$ cat src/rtl/div_pkg.sv
// Shared types and constants for the iterative 64-bit RV64M divider.
package div_pkg;

  localparam int XLEN  = 64;
  localparam int CNT_W = 7;

  localparam logic [63:0] MIN_INT64 = 64'h8000_0000_0000_0000;
  localparam logic [31:0] MIN_INT32 = 32'h8000_0000;

  typedef enum logic [1:0] {
    OP_DIV  = 2'd0,
    OP_DIVU = 2'd1,
    OP_REM  = 2'd2,
    OP_REMU = 2'd3
  } div_op_t;

  typedef enum logic [1:0] {
    IDLE = 2'd0,
    CALC = 2'd1,
    FIX  = 2'd2,
    DONE = 2'd3
  } div_state_t;

  function automatic logic [63:0] sext_w(input logic [63:0] v);
    return {{32{v[31]}}, v[31:0]};
  endfunction

endpackage

$ cat src/rtl/div_step.sv
// One restoring radix-2 iteration: shift {rem, quot} left, subtract divisor if it fits.
module div_step
  import div_pkg::*;
(
  input  logic [63:0] rem_i,
  input  logic [63:0] quot_i,
  input  logic [63:0] divisor_i,
  output logic [63:0] rem_o,
  output logic [63:0] quot_o
);

  logic [64:0] shifted;
  logic [64:0] trial;
  logic        fits;

  always_comb begin
    shifted = {rem_i, quot_i[63]};
    trial   = shifted - {1'b0, divisor_i};
    // With the shifted-out bit set the value exceeds any 64-bit divisor;
    // otherwise trial[64] is the borrow of the 65-bit subtract.
    fits    = shifted[64] | ~trial[64];
    if (fits) begin
      rem_o  = trial[63:0];
      quot_o = {quot_i[62:0], 1'b1};
    end else begin
      rem_o  = shifted[63:0];
      quot_o = {quot_i[62:0], 1'b0};
    end
  end

endmodule

$ cat src/rtl/div_64bit_iter.sv
// Multi-cycle RV64M divider: fixed 64-step restoring loop with valid/ready on both sides.
// state | meaning: IDLE wait for request | CALC one step per cycle | FIX sign/select result | DONE hold result until accepted
module div_64bit_iter
  import div_pkg::*;
(
  input  logic        clk_i,
  input  logic        rst_i,
  input  logic        in_valid_i,
  output logic        in_ready_o,
  input  logic [1:0]  op_i,
  input  logic        is_word_i,
  input  logic [63:0] dividend_i,
  input  logic [63:0] divisor_i,
  input  logic        flush_i,
  output logic        out_valid_o,
  input  logic        out_ready_i,
  output logic [63:0] result_o
);

  div_state_t       state_q;
  div_op_t          op_q;
  logic             is_word_q;
  logic             quot_neg_q;
  logic             rem_neg_q;
  logic [CNT_W-1:0] cnt_q;
  logic [63:0]      rem_q;
  logic [63:0]      quot_q;
  logic [63:0]      div_q;
  logic [63:0]      result_q;
  logic             out_valid_q;

  logic [63:0] rem_d;
  logic [63:0] quot_d;

  div_op_t     op_in;
  logic        in_signed;
  logic        in_is_rem;
  logic [63:0] a_ext, b_ext;
  logic        a_neg, b_neg;
  logic [63:0] a_abs, b_abs;
  logic        b_zero, ovf;
  logic [63:0] special_res;
  logic [63:0] q_fix, r_fix, sel_res, fix_res;

  div_step u_step (
    .rem_i     (rem_q),
    .quot_i    (quot_q),
    .divisor_i (div_q),
    .rem_o     (rem_d),
    .quot_o    (quot_d)
  );

  // Operand preparation and the single-cycle special cases at accept time.
  always_comb begin
    op_in     = div_op_t'(op_i);
    in_signed = (op_in == OP_DIV) || (op_in == OP_REM);
    in_is_rem = (op_in == OP_REM) || (op_in == OP_REMU);
    if (is_word_i) begin
      a_ext = in_signed ? sext_w(dividend_i) : {32'b0, dividend_i[31:0]};
      b_ext = in_signed ? sext_w(divisor_i)  : {32'b0, divisor_i[31:0]};
    end else begin
      a_ext = dividend_i;
      b_ext = divisor_i;
    end
    a_neg  = in_signed & a_ext[63];
    b_neg  = in_signed & b_ext[63];
    a_abs  = a_neg ? (64'd0 - a_ext) : a_ext;
    b_abs  = b_neg ? (64'd0 - b_ext) : b_ext;
    b_zero = (b_ext == 64'd0);
    ovf    = in_signed && (b_ext == '1) &&
             (a_ext == (is_word_i ? {{32{1'b1}}, MIN_INT32} : MIN_INT64));
    if (in_is_rem) special_res = b_zero ? a_ext : 64'd0;
    else           special_res = b_zero ? '1    : a_ext;
    if (is_word_i) special_res = sext_w(special_res);
  end

  always_comb begin
    q_fix   = quot_neg_q ? (64'd0 - quot_q) : quot_q;
    r_fix   = rem_neg_q  ? (64'd0 - rem_q)  : rem_q;
    sel_res = ((op_q == OP_REM) || (op_q == OP_REMU)) ? r_fix : q_fix;
    fix_res = is_word_q ? sext_w(sel_res) : sel_res;
  end

  always_ff @(posedge clk_i) begin
    if (rst_i) begin
      state_q     <= IDLE;
      op_q        <= OP_DIV;
      is_word_q   <= 1'b0;
      quot_neg_q  <= 1'b0;
      rem_neg_q   <= 1'b0;
      cnt_q       <= '0;
      rem_q       <= '0;
      quot_q      <= '0;
      div_q       <= '0;
      result_q    <= '0;
      out_valid_q <= 1'b0;
    end else if (flush_i) begin
      state_q     <= IDLE;
      out_valid_q <= 1'b0;
    end else begin
      case (state_q)
        IDLE: begin
          if (in_valid_i) begin
            op_q       <= op_in;
            is_word_q  <= is_word_i;
            quot_neg_q <= a_neg ^ b_neg;
            rem_neg_q  <= a_neg;
            div_q      <= b_abs;
            cnt_q      <= '0;
            rem_q      <= '0;
            quot_q     <= a_abs;
            if (b_zero || ovf) begin
              result_q    <= special_res;
              out_valid_q <= 1'b1;
              state_q     <= DONE;
            end else begin
              state_q     <= CALC;
            end
          end
        end
        CALC: begin
          rem_q  <= rem_d;
          quot_q <= quot_d;
          cnt_q  <= cnt_q + CNT_W'(1);
          if (cnt_q == CNT_W'(XLEN - 1)) state_q <= FIX;
        end
        FIX: begin
          result_q    <= fix_res;
          out_valid_q <= 1'b1;
          state_q     <= DONE;
        end
        DONE: begin
          if (out_ready_i) begin
            out_valid_q <= 1'b0;
            state_q     <= IDLE;
          end
        end
        default: state_q <= IDLE;
      endcase
    end
  end

  assign in_ready_o  = (state_q == IDLE);
  assign out_valid_o = out_valid_q;
  assign result_o    = result_q;

endmodule

$ cat config.mk
export PLATFORM = sky130hd
export DESIGN_NAME = div_64bit_iter
export DESIGN_NICKNAME = d
export VERILOG_FILES = /design/src/rtl/div_pkg.sv /design/src/rtl/div_step.sv /design/src/rtl/div_64bit_iter.sv
export SDC_FILE = /design/constraint.sdc
export NUM_CORES = 1
export LEC_CHECK = 0
export BUFFER_PORTS_ARGS = -buffer_cell sky130_fd_sc_hd__buf_2
export CAP_MARGIN = 20
export CORE_MARGIN = 4
export CORE_UTILIZATION = 55
export CTS_BUF_LIST = sky130_fd_sc_hd__clkbuf_4 sky130_fd_sc_hd__clkbuf_8
export DETAILED_ROUTE_END_ITERATION = 7
export PLACE_DENSITY = 0.86
export REMOVE_ABC_BUFFERS = 1
export SLEW_MARGIN = 15
export SYNTH_ARGS = -nofsm -noshare
export SYNTH_HDL_FRONTEND = slang
export SYNTH_SLANG_ARGS = --single-unit
$ cat constraint.sdc
create_clock -name clk_i -period 6.4 [get_ports clk_i]
set_input_delay 0.96 -clock clk_i [delete_from_list [all_inputs] [get_ports clk_i]]
set_output_delay 0.96 -clock clk_i [all_outputs]
set_load 0.02 [all_outputs]
==> flow_summary_export.csv, run 1 <==
group,metric,value,unit
synthesis,synth_largest_area_cell,"dfxtp_1",
timing,layout_min_cycle_time,4.78,ns
clock_tree,hold_buffers,0,
timing,setup_ws,1.62,ns
routing,drt_iter0_markers,3081,
routing,wire_per_inst,21.4,um
routing,routed_wl,80100,um
pwr,irDropWorstVdd,0.134,mV
pwr,p_int,0.00306,W
finish,layout_commonest_cell,"nand2_1",
timing,max_clock_freq,209,MHz
grt,grt_pass1_vias,22300,
pwr,power.share.clock,36.0,%
routing,num_vias,24400,
grt,grt_max_degree,86,
synthesis,synthFlopType,"dfxtp_1",
finish,drive_gt1_share,11.2,%
grt,grt_pass1_wl,124000,um
setup_path,required,6.88,ns
timing,tightest_slew,1.10,ns
clock_tree,cts_tree,"yes",
pwr,p_per_area,192,mW/mm2
routing,vias_per_cell,6.51,
clock_tree,clock_latency,0.64,ns
grt,antenna_found_initial,3,
synthesis,synth_area,0.0220,mm2
routing,ant_nets,0,
finish,area_delta_synth_final,9.60,%
clock_tree,cts_setup_buffers,0,
pwr,pwr-share-seq,39.3,%
status,outcome,"completed",
place,place_area,0.0232,mm2
synthesis,ys_seq_elements,270,
clock_tree,cts_max_level,2,
routing,met1_length,32000,um
place,place_ws,1.27,ns
timing,rsz0062_at_grt,"no",
routing,wl_met2,34700,um
setup_path,crit_path_max_fanout,73,
clock_tree,clock-sinks,270,
die,rows,73,
die,die_h,208,um
setup_path,start_kind,"flip-flop",
place,io_buffers,201,
synthesis,yosysSeqAreaShare,24.5,%
setup_path,end_kind,"flip-flop",
synthesis,async_flop_share,0,%
synthesis,syn_avg_cell_area,7.07,um2
timing,slew_headroom,26.4,%
die,initial_core_util,55.6,%
die,core,0.0396,mm2
pwr,p_switching,0.00159,W
timing,finalSetupTns,0,ns
grt,gr-total-overflow,0,
finish,stdcell_area,0.0242,mm2
clock_tree,clockRootBuffer,"clkbuf_8",
clock_tree,post_cts_resized,0,
synthesis,yosysWarningCount,0,
synthesis,synthTopCellsByArea,"dfxtp_1 (25%), nand2_1 (6.5%), xnor2_1 (6.3%), a21oi_1 (6.2%), nor2_1 (6.1%)",
synthesis,synth_edf_count,0,
setup_path,crit_type,"flip-flop to flip-flop",
place,place.detailed.hpwl,60200,um
clock_tree,clock_path_buffers,3,
hold_path,hold_class,"flip-flop to flip-flop",
routing,top_layer_used,"met5",
grt,grt_usage,34.8,%
synthesis,ys_types,76,
timing,hold_viol,0,
pwr,pwr-share-comb,24.7,%
die,dieArea,0.0433,mm2
finish,fin_util,60.9,%
pwr,p_leak,9.71,nW
routing,drc,0,
routing,wl_met3,8710,um
setup_path,cp_data_arrival_time,5.27,ns
routing,first_pass_iters,8,
run,max_cap_viol_count,0,
clock_tree,numCtsBuffers,48,
finish,nNetsFinal,3399,
place,gp_congestion,1.04,
finish,layout_common_cells,"nand2_1 (382), nor2_1 (350), a21oi_1 (270), dfxtp_1 (267), o21ai_0 (247)",
timing,skew,0.0294,ns
timing,period_share,74.7,%
synthesis,synth_top_area_share,24.5,%
die,io_pins,202,
synthesis,synth_cells,3119,
die,dieWidth,208,um
timing,slew_violations,0,
clock_tree,clk_pin_slew_worst_paths,0.06,ns
timing,setup_viol,0,
pwr,p_sw_share,34.2,%
==> worst paths after layout <==
check,from,endpoint,slack (ns),depth (start not counted)
worst max-delay path,rem_q[6]$_SDFFE_PP0P_,quot_q[0]$_SDFFE_PP0P_,1.62,13
worst min-delay path,result_o[37]$_SDFFE_PP0P_,result_o[37]$_SDFFE_PP0P_,0.45,2
worst max register to register,rem_q[6]$_SDFFE_PP0P_,quot_q[0]$_SDFFE_PP0P_,1.62,13
worst min register to register,result_o[37]$_SDFFE_PP0P_,result_o[37]$_SDFFE_PP0P_,0.45,2
==> cells in the mapped netlist (all sizes together), types with 12 or more instances <==
cell    number
nand3       40
xor2       131
inv        124
nor2b       14
o31ai       80
nand2b      21
o41ai       34
a222oi      26
a21oi      271
and3        16
nand4       36
o211ai      12
a211oi     102
or2         14
nor4        35
a22o        39
nor2       359
xnor2      159
nand2      382
o21bai      14
dfxtp      270
o21ai      252
or4         40
a22oi       16
a21o        36
clkbuf     193
a31oi       31
ha          74
a21boi      15
or3         48
buf         22
nor3        68
a221oi      30
==> cell families after synthesis <==
family                   synth area share [%]
XOR/XNOR                                 11.5
adder cells (fa/ha/maj)                  4.52
flip-flops                               24.5
AND/OR/NAND/NOR                          22.9
buffers and inverters                    5.81
multiplexers                            0.460
AO/OA/AOI/OAI                            30.3
==> worst max-delay path: stages (launching register included) <==
cell,delay (ns)
dfxtp_1,0.54
ha_1,0.37
a21oi_1,0.24
and2_1,0.16
a22o_1,0.21
o21ai_1,0.18
a31oi_1,0.54
o211ai_1,0.27
a211oi_1,0.26
a21o_2,0.55
buf_4,0.61
inv_1,0.24
a222oi_1,0.36
nor2_1,0.07
==> power groups by stage <==
stage	clock network (W)	registers [W]	logic, W
floorplan	0	0.00185	0.000706
CTS	0.00169	0.00182	0.00112
global route	0.00176	0.00183	0.00125
detailed placement	0	0.00186	0.00111
finish	0.00167	0.00183	0.00115
global placement	0	0.00186	0.00110
==> stage by stage <==
step / hold slack [ns] / cells / total power (W)
floorplan: 0.426 / 2904 / 0.00256
global placement: 0.434 / 3663 / 0.00296
detailed placement: 0.437 / 3663 / 0.00297
CTS: 0.450 / 3742 / 0.00463
global route: 0.470 / 3744 / 0.00483
finish: 0.447 / 3744 / 0.00465
==> metal layers <==
metal,vias up,GRT usage [%]
li1,11400,-
met1,11200,46.2
met2,1457,53.3
met3,257,7.51
met4,2,18.3
met5,-,0
==> state kept, by name, summed over array words and instances (netlist names) <==
name         count
div_q           64
quot_q          64
rem_q           64
result_o        64
cnt_q            7
state_q          2
is_word_q        1
op_q             1
out_valid_o      1
quot_neg_q       1
rem_neg_q        1
==> cell type report <==
class,instances,area [um2]
Sequential cell,270,5410
Timing Repair Buffer,234,1260
Inverter,124,465
Clock buffer,72,885
Antenna cell,2,5.00
Tap cell,525,657
Clock inverter,7,62.6
Multi-Input combinational cell,2510,15400
Fill cell,3741,15500
Note: power is estimated with default switching activity, not from simulation.
==> run 2: changes to the inputs <==
==> constraint.sdc (replaced) <==
create_clock -name clk_i -period 4.8 [get_ports clk_i]
set_input_delay 0.72 -clock clk_i [delete_from_list [all_inputs] [get_ports clk_i]]
set_output_delay 0.72 -clock clk_i [all_outputs]
set_load 0.02 [all_outputs]
==> flow_summary_export.csv, run 2 (synthesis results as in run 1) <==
group,metric,value,unit
routing,drt_iter0_markers,3014,
routing,ant_nets,0,
pwr,irDropWorstVdd,0.213,mV
timing,skew,0.0425,ns
finish,nNetsFinal,3427,
setup_path,crit_type,"flip-flop to flip-flop",
pwr,p_per_area,266,mW/mm2
setup_path,startpoint,"quot_q[16]$_SDFFE_PP0P_",
finish,area_delta_synth_final,11.5,%
finish,drive_gt1_share,12.2,%
grt,antenna_found_initial,2,
clock_tree,cts_setup_buffers,0,
grt,grt_pass1_vias,22000,
clock_tree,numCtsBuffers,49,
die,die_h,208,um
timing,layout_min_cycle_time,4.19,ns
place,place.detailed.hpwl,61800,um
place,gp_congestion,1.02,
place,io_buffers,201,
timing,max_clock_freq,239,MHz
hold_path,hold_end,"div_q[5]$_SDFFE_PP0P_",
routing,num_vias,24400,
setup_path,r2r_setup_slack,0.61,ns
setup_path,end_kind,"flip-flop",
grt,gr-total-overflow,0,
die,initial_core_util,55.6,%
setup_path,cp_data_arrival_time,4.66,ns
routing,routed_wl,81700,um
run,max_cap_viol_count,0,
hold_path,hp-start,"divisor_i[5]",
finish,fin_util,62.0,%
timing,period_share,87.2,%
clock_tree,clock-sinks,270,
timing,hold_slack,0.409,ns
setup_path,critPathSlowestCell,"or4_1",
pwr,p_leak,9.94,nW
place,place_area,0.0234,mm2
die,io_pins,202,
clock_tree,post_cts_resized,0,
timing,hold_viol,0,
routing,vias_per_cell,6.45,
routing,wire_per_inst,21.6,um
die,core,0.0396,mm2
pwr,finalPower,0.00654,W
finish,layout_commonest_cell,"nand2_1",
clock_tree,clk_pin_slew_worst_paths,0.06,ns
finish,stdcell_area,0.0246,mm2
timing,setup_viol,0,
hold_path,whs_path_depth,3,
routing,drc,0,
setup_path,crit_path_max_fanout,10,
timing,tightest_slew,1.09,ns
timing,slew_violations,0,
clock_tree,clock_latency,0.65,ns
timing,slew_headroom,26.6,%
timing,rsz0062_at_grt,"no",
clock_tree,hold_buffers,0,
status,outcome,"completed",
grt,grt_pass1_wl,125000,um
clock_tree,cts_max_level,2,
hold_path,hold_class,"input port to flip-flop",
setup_path,cp_cell_sequence,"or4_1 > or3_1 > or3_1 > or3_1 > o41ai_1 > xor2_1 > mux2i_1 > nand2_1 > nand2_1 > buf_4 > a221oi_1 > o31ai_1",
setup_path,worstRegToRegCells,12,
place,place_ws,0.563,ns
die,dieArea,0.0433,mm2
setup_path,path_common_cell,"or3_1",
finish,layout_common_cells,"nand2_1 (382), nor2_1 (350), a21oi_1 (270), dfxtp_1 (267), o21ai_0 (247)",
die,dieWidth,208,um
setup_path,rr_startpoint,"quot_q[16]$_SDFFE_PP0P_",
routing,first_pass_iters,7,
setup_path,required,5.28,ns
setup_path,max_stage_delay,0.59,ns
grt,grt_max_degree,89,
clock_tree,clockRootBuffer,"clkbuf_8",
setup_path,start_kind,"flip-flop",
clock_tree,clock_path_buffers,3,
die,rows,73,
grt,grt_usage,35.3,%
clock_tree,cts_tree,"yes",
timing,setup_ws,0.615,ns
setup_path,worstReg2RegEnd,"result_o[42]$_SDFFE_PP0P_",
-- run 2: critical path: cells and delay by family (launching register included) --
family                 cells  cell delay, ns
flip-flops                 1            0.38
buffers and inverters      1            0.24
AND/OR/NAND/NOR            6            2.11
XOR/XNOR                   1            0.24
multiplexers               1            0.15
AO/OA/AOI/OAI              3            0.92
-- run 2: layout make-up --
class,count,area [um2]
Multi-Input combinational cell,2510,15400
Fill cell,3724,15100
Sequential cell,270,5410
Timing Repair Buffer,261,1490
Clock buffer,74,950
Tap cell,525,657
Inverter,124,465
Clock inverter,16,191
Antenna cell,1,2.50
-- run 2: through the flow --
stage          TNS, ns  std cells
3_5_place_dp         0       3690
2_1_floorplan  -208.39       2904
3_3_place_gp         0       3690
5_1_grt              0       3780
4_1_cts              0       3780
6_report             0       3781
-- run 2: report_power, final --
group          switching, W  internal (W)  total (W)
Sequential         0.000115       0.00233    0.00245
Combinational      0.000991      0.000537    0.00153
Clock               0.00109       0.00148    0.00257
-- run 2: worst max path at each step --
stage,depth (start not counted),end
after floorplan,9,result_o[62]$_SDFFE_PP0P_
after global placement,11,result_o[52]$_SDFFE_PP0P_
after detailed placement,11,result_o[40]$_SDFFE_PP0P_
after CTS,10,result_o[56]$_SDFFE_PP0P_
after global routing,12,result_o[42]$_SDFFE_PP0P_
final,12,result_o[42]$_SDFFE_PP0P_
-- run 2: per-layer routing --
| layer | GRT usage (%) | vias up | part of all wire, % |
|---|---|---|---|
| li1 | - | 11500 | - |
| met1 | 47.0 | 11200 | 40 |
| met2 | 55.3 | 1434 | 44 |
| met3 | 6.72 | 227 | 11 |
| met4 | 16.5 | 4 | 5.4 |
| met5 | 0 | - | 0.032 |
